File: src/rtl/icmp_rx.sv
// icmp_rx: GMII receive-side ICMP echo-request parser.
// Filters IPv4 ICMP echo requests addressed to the board and latches the
// requester's MAC, IP, identifier and sequence number for the reply path.
// Optional feature macro: ICMP_RX_CRC_CHECK_EN builds an FCS check; without
// it the last four bytes of the frame are ignored.

`ifdef ICMP_RX_CRC_CHECK_EN
// Byte-wide reflected CRC-32 (poly 0xEDB88320). crc_out is the FCS value
// as transmitted: complemented, low byte first on the wire.
module crc32 (
  input  logic        clk,
  input  logic        rst,
  input  logic        crc_load,
  input  logic [31:0] pre_crc,
  input  logic [7:0]  data_in,
  input  logic        crc_en,
  output logic [31:0] crc_out
);
  logic [31:0] crc_q;
  logic [31:0] crc_next;

  // Next CRC after folding in one byte, LSB first.
  always_comb begin
    crc_next = crc_q ^ {24'h0, data_in};
    for (int i = 0; i < 8; i++) begin
      crc_next = crc_next[0] ? ((crc_next >> 1) ^ 32'hEDB8_8320) : (crc_next >> 1);
    end
  end

  // Running CRC register: seeded on load, advanced on each enabled byte.
  always_ff @(posedge clk) begin
    if (rst)           crc_q <= 32'hFFFF_FFFF;
    else if (crc_load) crc_q <= pre_crc;
    else if (crc_en)   crc_q <= crc_next;
  end

  assign crc_out = ~crc_q;
endmodule
`endif

module icmp_rx #(
  parameter logic [47:0] BOARD_MAC = 48'h00_11_22_33_44_55,
  parameter logic [31:0] BOARD_IP  = {8'd192, 8'd168, 8'd1, 8'd10},
  parameter int          MAX_FRAME = 1522
) (
  input  logic        clk,
  input  logic        rst,
  input  logic [7:0]  gmii_eth_rxd,
  input  logic        gmii_eth_rxdv,
  output logic [47:0] pc_mac,
  output logic [31:0] pc_ip,
  output logic [15:0] identify,
  output logic [15:0] seq_num,       // ICMP sequence number ("sequence" is a reserved word)
  output logic        icmp_rx_done,
  output logic        icmp_rx_err
);

  typedef enum logic [2:0] {
    IDLE, PRE, ETH_HDR, IP_HDR, ICMP_HDR, PAYLOAD, DROP
  } state_t;

  localparam logic [10:0] MAX_CNT = 11'(MAX_FRAME);
  localparam logic [10:0] MIN_CNT = 11'd46;

  state_t      state;
  logic        prev_dv;
  logic [2:0]  pre_cnt;
  logic [10:0] byte_cnt;     // bytes accepted since SFD; also the header offset
  logic [47:0] sh_mac;
  logic [31:0] sh_ip;
  logic [15:0] sh_id;
  logic [15:0] sh_seq;
  logic        chk_byte;
  logic [7:0]  exp_byte;
  logic        fcs_ok;

  // Filter table: which header offsets must match and the byte they must equal.
  // NOTE: every always_comb output gets a default first, so no path leaves a
  // latch behind.
  always_comb begin
    chk_byte = 1'b1;
    exp_byte = 8'h00;
    case (byte_cnt)
      11'd0:   exp_byte = BOARD_MAC[47:40];
      11'd1:   exp_byte = BOARD_MAC[39:32];
      11'd2:   exp_byte = BOARD_MAC[31:24];
      11'd3:   exp_byte = BOARD_MAC[23:16];
      11'd4:   exp_byte = BOARD_MAC[15:8];
      11'd5:   exp_byte = BOARD_MAC[7:0];
      11'd12:  exp_byte = 8'h08;               // EtherType IPv4
      11'd13:  exp_byte = 8'h00;
      11'd14:  exp_byte = 8'h45;               // version 4, IHL 5
      11'd23:  exp_byte = 8'h01;               // protocol ICMP
      11'd30:  exp_byte = BOARD_IP[31:24];
      11'd31:  exp_byte = BOARD_IP[23:16];
      11'd32:  exp_byte = BOARD_IP[15:8];
      11'd33:  exp_byte = BOARD_IP[7:0];
      11'd34:  exp_byte = 8'h08;               // echo request
      11'd35:  exp_byte = 8'h00;               // code 0
      default: chk_byte = 1'b0;
    endcase
  end

`ifdef ICMP_RX_CRC_CHECK_EN
  // The last four bytes are the FCS, so bytes reach the CRC only once four
  // newer bytes have arrived behind them.
  logic [3:0][7:0] fcs_dly;
  logic [2:0]      dly_cnt;
  logic            crc_load;
  logic            byte_take;
  logic            crc_en;
  logic [31:0]     crc_out;

  assign crc_load  = (state == PRE) && gmii_eth_rxdv && (gmii_eth_rxd == 8'hD5);
  assign byte_take = gmii_eth_rxdv && (state inside {ETH_HDR, IP_HDR, ICMP_HDR, PAYLOAD});
  assign crc_en    = byte_take && (dly_cnt == 3'd4);

  // Four-byte delay line in front of the CRC, restarted at SFD.
  always_ff @(posedge clk) begin
    if (rst) begin
      fcs_dly <= '0;
      dly_cnt <= 3'd0;
    end else if (crc_load) begin
      dly_cnt <= 3'd0;
    end else if (byte_take) begin
      fcs_dly <= {fcs_dly[2:0], gmii_eth_rxd};
      if (dly_cnt != 3'd4) dly_cnt <= dly_cnt + 3'd1;
    end
  end

  crc32 u_crc32 (
    .clk      (clk),
    .rst      (rst),
    .crc_load (crc_load),
    .pre_crc  (32'hFFFF_FFFF),
    .data_in  (fcs_dly[3]),
    .crc_en   (crc_en),
    .crc_out  (crc_out)
  );

  // fcs_dly[3] holds the first FCS byte to arrive, which carries crc_out[7:0].
  assign fcs_ok = (crc_out == {fcs_dly[0], fcs_dly[1], fcs_dly[2], fcs_dly[3]});
`else
  assign fcs_ok = 1'b1;
`endif

  // Frame parser: preamble, header filtering, field capture and result pulses.
  // NOTE: all state here uses <= so every read sees the pre-edge value,
  // regardless of statement order.
  always_ff @(posedge clk) begin
    if (rst) begin
      state        <= IDLE;
      // Seeding with the live rxdv means a frame already running at reset
      // release never looks like a rising edge.
      prev_dv      <= gmii_eth_rxdv;
      pre_cnt      <= 3'd0;
      byte_cnt     <= 11'd0;
      sh_mac       <= '0;
      sh_ip        <= '0;
      sh_id        <= '0;
      sh_seq       <= '0;
      pc_mac       <= '0;
      pc_ip        <= '0;
      identify     <= '0;
      seq_num      <= '0;
      icmp_rx_done <= 1'b0;
      icmp_rx_err  <= 1'b0;
    end else begin
      prev_dv      <= gmii_eth_rxdv;
      icmp_rx_done <= 1'b0;
      icmp_rx_err  <= 1'b0;

      case (state)
        IDLE: begin
          if (gmii_eth_rxdv && !prev_dv) begin
            if (gmii_eth_rxd == 8'h55) begin
              state   <= PRE;
              pre_cnt <= 3'd1;
            end else begin
              state <= DROP;
            end
          end
        end

        PRE: begin
          if (!gmii_eth_rxdv) begin
            state <= IDLE;
          end else if (gmii_eth_rxd == 8'h55) begin
            if (pre_cnt == 3'd7) state <= DROP;
            else                 pre_cnt <= pre_cnt + 3'd1;
          end else if (gmii_eth_rxd == 8'hD5) begin
            state    <= ETH_HDR;
            byte_cnt <= 11'd0;
          end else begin
            state <= DROP;
          end
        end

        ETH_HDR, IP_HDR, ICMP_HDR, PAYLOAD: begin
          if (!gmii_eth_rxdv) begin
            state <= IDLE;
            if ((state == PAYLOAD) && (byte_cnt >= MIN_CNT) && fcs_ok) begin
              icmp_rx_done <= 1'b1;
              pc_mac       <= sh_mac;
              pc_ip        <= sh_ip;
              identify     <= sh_id;
              seq_num      <= sh_seq;
            end else begin
              icmp_rx_err <= 1'b1;
            end
          end else if (byte_cnt == MAX_CNT) begin
            icmp_rx_err <= 1'b1;
            state       <= DROP;
          end else if (chk_byte && (gmii_eth_rxd != exp_byte)) begin
            state <= DROP;
          end else begin
            byte_cnt <= byte_cnt + 11'd1;
            if (byte_cnt >= 11'd6  && byte_cnt <= 11'd11) sh_mac <= {sh_mac[39:0], gmii_eth_rxd};
            if (byte_cnt >= 11'd26 && byte_cnt <= 11'd29) sh_ip  <= {sh_ip[23:0],  gmii_eth_rxd};
            if (byte_cnt >= 11'd38 && byte_cnt <= 11'd39) sh_id  <= {sh_id[7:0],   gmii_eth_rxd};
            if (byte_cnt >= 11'd40 && byte_cnt <= 11'd41) sh_seq <= {sh_seq[7:0],  gmii_eth_rxd};
            if (byte_cnt == 11'd13) state <= IP_HDR;
            if (byte_cnt == 11'd33) state <= ICMP_HDR;
            if (byte_cnt == 11'd41) state <= PAYLOAD;
          end
        end

        DROP: begin
          if (!gmii_eth_rxdv) state <= IDLE;
        end

        default: state <= IDLE;
      endcase
    end
  end

endmodule

File: config.mk
export PLATFORM = sky130hd
export DESIGN_NAME = icmp_rx
export DESIGN_NICKNAME = d
export VERILOG_FILES = /design/src/rtl/icmp_rx.sv
export SDC_FILE = /design/constraint.sdc
export NUM_CORES = 1
export LEC_CHECK = 0
export ABC_AREA = 1
export ABC_CLOCK_PERIOD_IN_PS = 5400
export CELL_PAD_IN_SITES_DETAIL_PLACEMENT = 0
export CELL_PAD_IN_SITES_GLOBAL_PLACEMENT = 1
export CORE_MARGIN = 5
export CORE_UTILIZATION = 44
export CTS_CLUSTER_SIZE = 20
export DETAILED_ROUTE_END_ITERATION = 7
export HOLD_SLACK_MARGIN = 0.03
export PLACE_DENSITY_LB_ADDON = 0.05
export SETUP_SLACK_MARGIN = 0.1
export SYNTH_ARGS = -nofsm -noshare
export SYNTH_HDL_FRONTEND = slang
export SYNTH_SLANG_ARGS = --single-unit
File: constraint.sdc
create_clock -name clk -period 5.4 [get_ports clk]
set_input_delay 1.08 -clock clk [delete_from_list [all_inputs] [get_ports clk]]
set_output_delay 1.08 -clock clk [all_outputs]
set_load 0.1 [all_outputs]
==> flow_summary.toml <==
[setup_path]
cp_max_fo = 90
worst_setup_path_end_kind = "flop"
critical-path-max-stage-delay_ps = 880
cp-start-kind = "input pin"
cp_num_buf_inv = 1
slowest_stage = "a311oi_2"
cp_cell_sequence = "clkdlybuf4s50_1 -> nand2_1 -> a311oi_2 -> nand2_8 -> o21ai_1 -> a21oi_1"
arrival_ps = 3950
path_delay_family = "compound AO/OA/AOI/OAI gates"
worstSetupPathType = "in2reg"
required_ps = 5790

[yosys]
ys.flop_type = "dfxtp_1"
synth_top_family_by_area = "compound AO/OA/AOI/OAI gates"
synthAdderAreaFrac_pct = 0.771
syn_nets = 1233
ys_types = 45
ys_ff_latch = 244
yosysTopAreaCell = "dfxtp_1"
synth_edf_count = 0
synth_async_sr_flop_share_pct = 0
yosys_warnings = 0
synthCells = 1216
synth.area.mux_share_pct = 0
yosysSeqAreaShare_pct = 50.2
avgSynthCellArea_um2 = 8.01
synth_xor_area_share_pct = 0.630
synth_compound_area_share_pct = 23.5
synth_top_area_share_pct = 50.2
synthTopCellsByArea = "dfxtp_1, a21oi_1, o21ai_0"
synth-simple-area-share_pct = 15.1
syn_area_um2 = 9740

[die]
die_w_um = 159
start_util_pct = 44.6
die_h_um = 159
dieArea_um2 = 25200
placementRows = 54
core_area_um2 = 21800
ioPinCount = 125

[sta]
finalWorstSetupSlack_ps = 1840
finClkSkew_ps = 7.04
slew_headroom_pct = 29.5
finalSetupTns_ps = 0
setup_viol = 0
max_freq_ghz = 0.281
min_period_over_period_pct = 65.9
rsz0062_at_grt = "false"
period_minus_slack_ps = 3560
slew_viol_final = 0
hold_violations = 0
worst_slew_pin_slew_ps = 1050

[clock_tree]
clock-sinks = 244
postCtsSetupBuffers = 0
cts-root-buf = "clkbuf_16"
cts_buffers = 26
postCtsHoldBufs = 0
cts_tree = "yes"
worstSkewPairLatency_ps = 530
clk_pin_slew_worst_paths_ps = 60
cts_buffer_depth = 3
cts-resized-gates = 0
cts_max_level = 1

[grt]
antenna_found_initial = 0
gr-total-overflow = 0
grt_use_total_pct = 18.1
grt_max_degree = 106
grt_pass1_vias = 7572
grt_pass1_wl_um = 39200

[cells_and_area]
fillers = 2166
finalNonFillerCells = 1597
area_delta_synth_final_pct = 21.8
post-route-cell-area_um2 = 11900
layout_commonest_cell = "dfxtp_1"
nNetsFinal = 1315
final_cell_mix = "dfxtp_1, a21oi_1, nor2_1"
antennaDiodeCount = 0
drive_gt1_share_pct = 7.90

[pwr]
vdd_drop_max_mv = 0.249
power_mw = 4.14
power_density_nw_per_um2 = 349
p_leak_nw = 4.32

[detailed_routing]
postRouteAntennaNets = 0
drtIter0Drc = 462
wire_per_inst_um = 15.0
vias_per_cell = 5.04
wl_um = 23900
dr.pass1.iters = 5
via_count = 8053
drc = 0

[run_status]
status = "completed"

[job]
drv_cap = 0

[place]
placedCellCount = 1550
place.gp.congestion = 0.876
placed_area_um2 = 11000
portBuffers = 124
post-dp-hpwl_um = 16200
post-place-ws_ps = 1310

[worst_hold_path]
hp-class = "reg2reg"
## cells in the mapped netlist (13+ instances only)
cell,count
nor3_1,30
a21oi_1,187
o21ai_1,71
nand2_1,84
a211oi_1,18
clkbuf_1,47
inv_2,13
buf_6,19
nand3_1,37
nor2_1,134
dfxtp_1,244
inv_1,118
o21ai_0,127
## state kept, by name, indices dropped and copies added, names as in the netlist
| signal | flops |
|---|---|
| byte_cnt | 11 |
| icmp_rx_done | 1 |
| icmp_rx_err | 1 |
| identify | 16 |
| pc_ip | 32 |
| pc_mac | 48 |
| pre_cnt | 3 |
| prev_dv | 1 |
| seq_num | 16 |
| sh_id | 16 |
| sh_ip | 32 |
| sh_mac | 48 |
| sh_seq | 16 |
| state | 3 |
## final timing paths
kind                     to  slack, ps  depth (start not counted)           from
setup / recovery  sh_mac[3]       1840                          6  gmii_eth_rxdv
hold / removal    pc_ip[28]        450                          2      sh_ip[28]
setup reg to reg  sh_mac[3]       2050                         10       state[2]
hold reg to reg   pc_ip[28]        450                          2      sh_ip[28]
## stage by stage
stage	hold WS, ps	utilization [%]
after global placement	441	50.3
after CTS	456	54.3
final	452	54.3
after detailed placement	447	50.3
after floorplan	430	-
after global routing	472	54.3
## layout make-up
type | instances | area (um^2) | area share, %
Inverter | 133 | 509 | 4.30
Multi-Input combinational cell | 761 | 3900 | 32.9
Clock buffer | 35 | 734 | 6.19
Sequential cell | 244 | 4880 | 41.2
Clock inverter | 12 | 153 | 1.29
Tap cell | 280 | 350 | 2.95
Timing Repair Buffer | 132 | 1320 | 11.1
## cell families after synthesis
kind of cell	after synthesis
adder cells (fa/ha/maj)	6
buffers and inverters	211
AO/OA/AOI/OAI	426
AND/OR/NAND/NOR	322
XOR/XNOR	7
flip-flops	244
## tightest hold or removal path: cells and delay by family, from the launching register on
kind | cells | cell delay (ps)
AOI/OAI and AO/OA | 1 | 50
buffers and inverters | 1 | 60
DFF | 1 | 290
## routing by layer
layer | global-route usage (%) | wire length [um] | up-vias
met5 | 0 | 0 | -
met4 | 4.42 | 455 | 0
met3 | 3.24 | 917 | 35
met2 | 29.8 | 11100 | 138
met1 | 24.8 | 11400 | 3651
li1 | - | - | 4229
## where the power goes
part           switching [mW]  internal (mW)
Sequential             0.0233           1.82
Clock                   0.718           1.10
Combinational           0.356          0.131
Total                    1.10           3.04
Power figures use the tool's default switching activity.
==> patch 1: new RTL, same settings <==
Register the output `pc_ip` once more, without a reset; this adds one clock of latency there. The other outputs are not delayed to match.
--- a/src/rtl/icmp_rx.sv
+++ b/src/rtl/icmp_rx.sv
@@ -61,6 +61,8 @@
 
   localparam logic [10:0] MAX_CNT = 11'(MAX_FRAME);
   localparam logic [10:0] MIN_CNT = 11'd46;
+
+  logic [31:0] pc_ip_s0;
 
   state_t      state;
   logic        prev_dv;
@@ -160,7 +162,7 @@
       sh_id        <= '0;
       sh_seq       <= '0;
       pc_mac       <= '0;
-      pc_ip        <= '0;
+      pc_ip_s0     <= '0;
       identify     <= '0;
       seq_num      <= '0;
       icmp_rx_done <= 1'b0;
@@ -202,7 +204,7 @@
             if ((state == PAYLOAD) && (byte_cnt >= MIN_CNT) && fcs_ok) begin
               icmp_rx_done <= 1'b1;
               pc_mac       <= sh_mac;
-              pc_ip        <= sh_ip;
+              pc_ip_s0     <= sh_ip;
               identify     <= sh_id;
               seq_num      <= sh_seq;
             end else begin
@@ -234,5 +236,9 @@
     end
   end
 
+  always_ff @(posedge clk) begin
+    pc_ip <= pc_ip_s0;
+  end
+
 endmodule
 
Function: no difference found for any inputs over 4 cycles, from zero or initial values and one cycle with rst high; that may be too few to reach the edited logic, so the function may still have changed.
==> patch 1 against the unedited design <==
Core utilization rose by 0.88 points. Power rose by 11%. Sequential cell count rose by 32. Die area rose by 4.9%. Cell area rose by 6.1%. Setup slack improved by 0.19 ns. Critical path depth rose by 10. Area after synthesis rose by 5.3%. Routed wire length rose by 2.7%. Register-to-register slack got worse by 0.02 ns. Via count rose by 0.75%. Largest cell class unchanged.
==> patch 1: results (changes against the unedited design) <==
* Syn_area_per_cell at 8.33 µm² (+4.1%)
* DR iter-0 viols at 458 (-0.87%)
* Nets at 1330 (+1.1%)
* Vias post-DR at 8113 (+0.75%)
* Peak supply drop at 0.330 mV (+33%)
* GPL Wtd Cong at 0.853 (-2.6%)
* Global-route wire length before repair at 40.4 mm (+3.1%)
* Inserted Clock Buffers at 29 (+12%)
* Post-Place Worst Slack at 1.65 ns (+0.338 ns)
* HP Start: pc_ip_s0[7]
* Placed Cells incl. Taps at 1595 (+2.9%)
* Max stage delay on crit path at 0.55 ns (-0.33 ns)
* CP endpoint: sh_ip[8]
* Synth cell types at 44 (-2.2%)
* Pleak at 0.00464 µW (+7.2%)
* Top post-synthesis cells by area: dfxtp_1 (54%), a21oi_1 (9.6%), o21ai_0 (9.5%)
* Routed length per instance at 14.9 µm (-0.32%)
* Share of cells above drive strength 1 at 0.0758 (-0.00314)
* Fmax at 297 MHz (+5.7%)
* Most frequent cells after synthesis: dfxtp_1 (276), a21oi_1 (196), o21ai_0 (195)
* Worst hold endpoint: pc_ip[7]
* Worst-Skew Late Latency at 0.55 ns (+0.02 ns)
* Vias in the first global route at 7699 (+1.7%)
* HPWL after DPL at 16.5 mm (+2.4%)
* Slowest stage cell, crit path: nand2_2
* Pin count of the biggest net entering global routing at 123 (+16%)
* Met1 usage at 0.254 (+0.00657)
* Crit path launch: byte_cnt[0]
* Crit Path Max Fanout at 64 (-29%)
* Status: completed
* Max-slew headroom at 0.214 (-0.0805)
* WHS at 0.349 ns (-0.103 ns)
* Syn Nets at 1247 (+1.1%)
* CP top delay family: simple AND/OR/NAND/NOR gates
* # fillers at 2199 (+1.5%)
* Met3 Usage GRT at 0.0311 (-0.00127)
* Worst Path Arrival at 3.77 ns (-0.18 ns)
* Reg2Reg Setup Slack at 2.03 ns (-0.02 ns)
* Max H-tree Level at 1 (unchanged)
* FF-to-FF path depth at 16 (+6)
* Hold path depth at 0 (-2)
==> patch 1: cell types whose count changed in the layout (fill, tap and decap cells not counted), moves of 6 or more <==
cell / unedited run / this run
o21ai_0: 127 / 195
o21ai_1: 71 / 4
dfxtp_1: 244 / 276
nor2_1: 134 / 102
nor3_1: 30 / 12
a211oi_1: 18 / 32
inv_1: 117 / 128
nand3_1: 37 / 27
a21oi_1: 187 / 196
a211oi_2: 7 / 0
nand4_1: 7 / 13
==> patch 1: final cells by class <==
| cell class | instances | area [µm²] | share of cell area |
|---|---|---|---|
| Tap cell | 313 | 392 | 0.0311 |
| Clock inverter | 10 | 196 | 0.0156 |
| Sequential cell | 276 | 5530 | 0.439 |
| Timing Repair Buffer | 131 | 1300 | 0.103 |
| Multi-Input combinational cell | 731 | 3780 | 0.301 |
| Inverter | 144 | 552 | 0.0439 |
| Clock buffer | 40 | 827 | 0.0658 |
==> patch 1: kinds of logic after synthesis <==
group,share of synthesized area
AND/OR/NAND/NOR,0.127
adder cells (fa/ha/maj),0.00732
XOR/XNOR,0.00684
buffers and inverters,0.0929
AO/OA/AOI/OAI,0.227
flip-flops,0.539
==> patch 1: per-layer routing <==
| metal | vias to the layer above | share of wire |
|---|---|---|
| met4 | 0 | 0.019 |
| met5 | - | 0 |
| met2 | 133 | 0.46 |
| met3 | 34 | 0.041 |
| met1 | 3662 | 0.48 |
| li1 | 4284 | - |
==> patch 1: report_power, final <==
group | leakage [µW] | internal (µW) | switching [µW]
Sequential | 0.00222 | 2050 | 25.2
Combinational | 0.00191 | 120 | 282
Clock | 0.000499 | 1310 | 807
Total | 0.00464 | 3480 | 1110
==> patch 2: new RTL, same flow settings <==
Made on the original files. The option `ICMP_RX_CRC_CHECK_EN` is turned on by a define.
--- a/src/rtl/icmp_rx.sv
+++ b/src/rtl/icmp_rx.sv
@@ -3,6 +3,8 @@
 // requester's MAC, IP, identifier and sequence number for the reply path.
 // Optional feature macro: ICMP_RX_CRC_CHECK_EN builds an FCS check; without
 // it the last four bytes of the frame are ignored.
+
+`define ICMP_RX_CRC_CHECK_EN
 
 `ifdef ICMP_RX_CRC_CHECK_EN
 // Byte-wide reflected CRC-32 (poly 0xEDB88320). crc_out is the FCS value
Formal check against the unedited RTL: no difference found for any inputs over 4 cycles, from zero or initial values and one cycle with rst high; that may be too few to reach the edited logic, so the function may still have changed.
==> patch 2 against the unedited design <==
Cell area rose by 37%. Sequential cell count rose by 67. Routed wire length is 50% higher. Setup slack gained 0.045 ns. Power increased by 45%. Area after synthesis is 41% higher. Combinational power rose by 150%. Non-clock buffer count increased by 6. Register-to-register slack worse by 0.16 ns. Clock skew rose by 0.0041 ns. Count of clock-buffer cells in the layout grew 16. Critical path type is now flop to flop. Largest cell class is now multi-input gates. Highest routed layer unchanged.
==> patch 2: results (changes against the unedited design) <==
* Slowest stage cell, crit path: nor2_1
* Routed WL at 35.9 mm (+50%)
* HPWL after DPL at 23.9 mm (+48%)
* Critical path class: flop to flop
* Crit Path Max Fanout at 55 (-39%)
* Reg2Reg Setup Slack at 1.89 ns (-0.16 ns)
* GRT Resource Usage Total at 0.200 (+0.0191)
* Worst Path Arrival at 3.85 ns (-0.10 ns)
* Most frequent cells after synthesis: nor2_1 (400), dfxtp_1 (311), o21ai_0 (179)
* Pin count of the biggest net entering global routing at 113 (+6.6%)
* Global-route wire length before repair at 59.1 mm (+51%)
* Syn Nets at 1766 (+43%)
* Max H-tree Level at 2 (+1)
* Hold path depth at 2 (unchanged)
* DR iter-0 viols at 681 (+47%)
* CP endpoint: sh_mac[5]
* CP top delay family: simple AND/OR/NAND/NOR gates
* Seq pwr at 2480 µW (+35%)
* Asr flop ratio synth at 0 (unchanged)
* Vias in the first global route at 10800 (+43%)
* Sequential area share after synthesis at 0.455 (-0.0468)
* Setup bufs post-CTS at 0 (unchanged)
* GPL Wtd Cong at 0.881 (+0.67%)
* DP Area at 0.0151 mm² (+37%)
* Vias post-DR at 11400 (+42%)
* Pleak at 0.00665 µW (+54%)
* Peak supply drop at 0.232 mV (-6.9%)
* Final Skew at 0.0111 ns (+0.00407 ns)
* Top post-synthesis cells by area: dfxtp_1 (45%), nor2_1 (11%), o21ai_0 (6.5%)
* HP Start: sh_ip[30]
* Max-slew headroom at 0.317 (+0.0226)
* Inserted Clock Buffers at 34 (+31%)
* Status: completed
* Power Dens Cells at 371 mW/mm² (+6.2%)
* Synth cell types at 50 (+11%)
* # fillers at 2981 (+38%)
* Max stage delay on crit path at 0.58 ns (-0.30 ns)
* Switching part of the total at 0.298 (+0.0329)
* RR Startpoint: byte_cnt[0]
* Worst-Skew Late Latency at 0.50 ns (-0.03 ns)
* Worst hold endpoint: sh_ip[30]
* Clock share of power at 0.386 (-0.052)
* Share of cells above drive strength 1 at 0.0880 (+0.00908)
-- patch 2: changes by cell type in the layout (fill, tap and decap cells not counted), sizes merged, moves of 16 or more --
cell,delta
a21oi,-98
nand4,+17
nor3,-17
inv,+34
dfxtp,+67
xnor2,+33
a211oi,+56
nand2,+44
nor2,+263
clkbuf,+16
o21ai,+19
xor2,+60
-- patch 2: cell type report --
class / count / area (µm²) / area share
flip-flops and latches: 311 / 6230 / 0.384
well taps: 396 / 495 / 0.0306
multi-input cells: 1165 / 6350 / 0.392
inverters: 168 / 636 / 0.0393
clock inverters: 7 / 88.8 / 0.00549
clock buffers: 51 / 1030 / 0.0634
repair buffers: 138 / 1370 / 0.0845
-- patch 2: routing by layer --
| layer | up-vias | GRT usage | wire length [µm] |
|---|---|---|---|
| li1 | 5859 | - | - |
| met1 | 5289 | 0.310 | 18900 |
| met2 | 221 | 0.295 | 14900 |
| met3 | 43 | 0.0340 | 1580 |
| met4 | 0 | 0.0381 | 507 |
| met5 | - | 0 | 0 |
-- patch 2: cells by family after synthesis --
family / count (synthesis) / share of synthesized area
compound gates: 407 / 0.183
buf+inv: 268 / 0.0816
simple gates: 647 / 0.200
flops: 311 / 0.455
xor+xnor: 100 / 0.0703
fa+ha+maj: 11 / 0.0101
-- patch 2: through the flow --
| stage | util | setup WS, ns | std cells | hold WS, ns |
|---|---|---|---|---|
| 3_3_place_gp | 0.492 | 1.49 | 2178 | 0.437 |
| 2_1_floorplan | - | 3.01 | 1744 | 0.424 |
| 6_report | 0.528 | 1.89 | 2236 | 0.447 |
| 3_5_place_dp | 0.492 | 1.44 | 2178 | 0.438 |
| 5_1_grt | 0.528 | 1.55 | 2236 | 0.459 |
| 4_1_cts | 0.528 | 1.90 | 2236 | 0.449 |
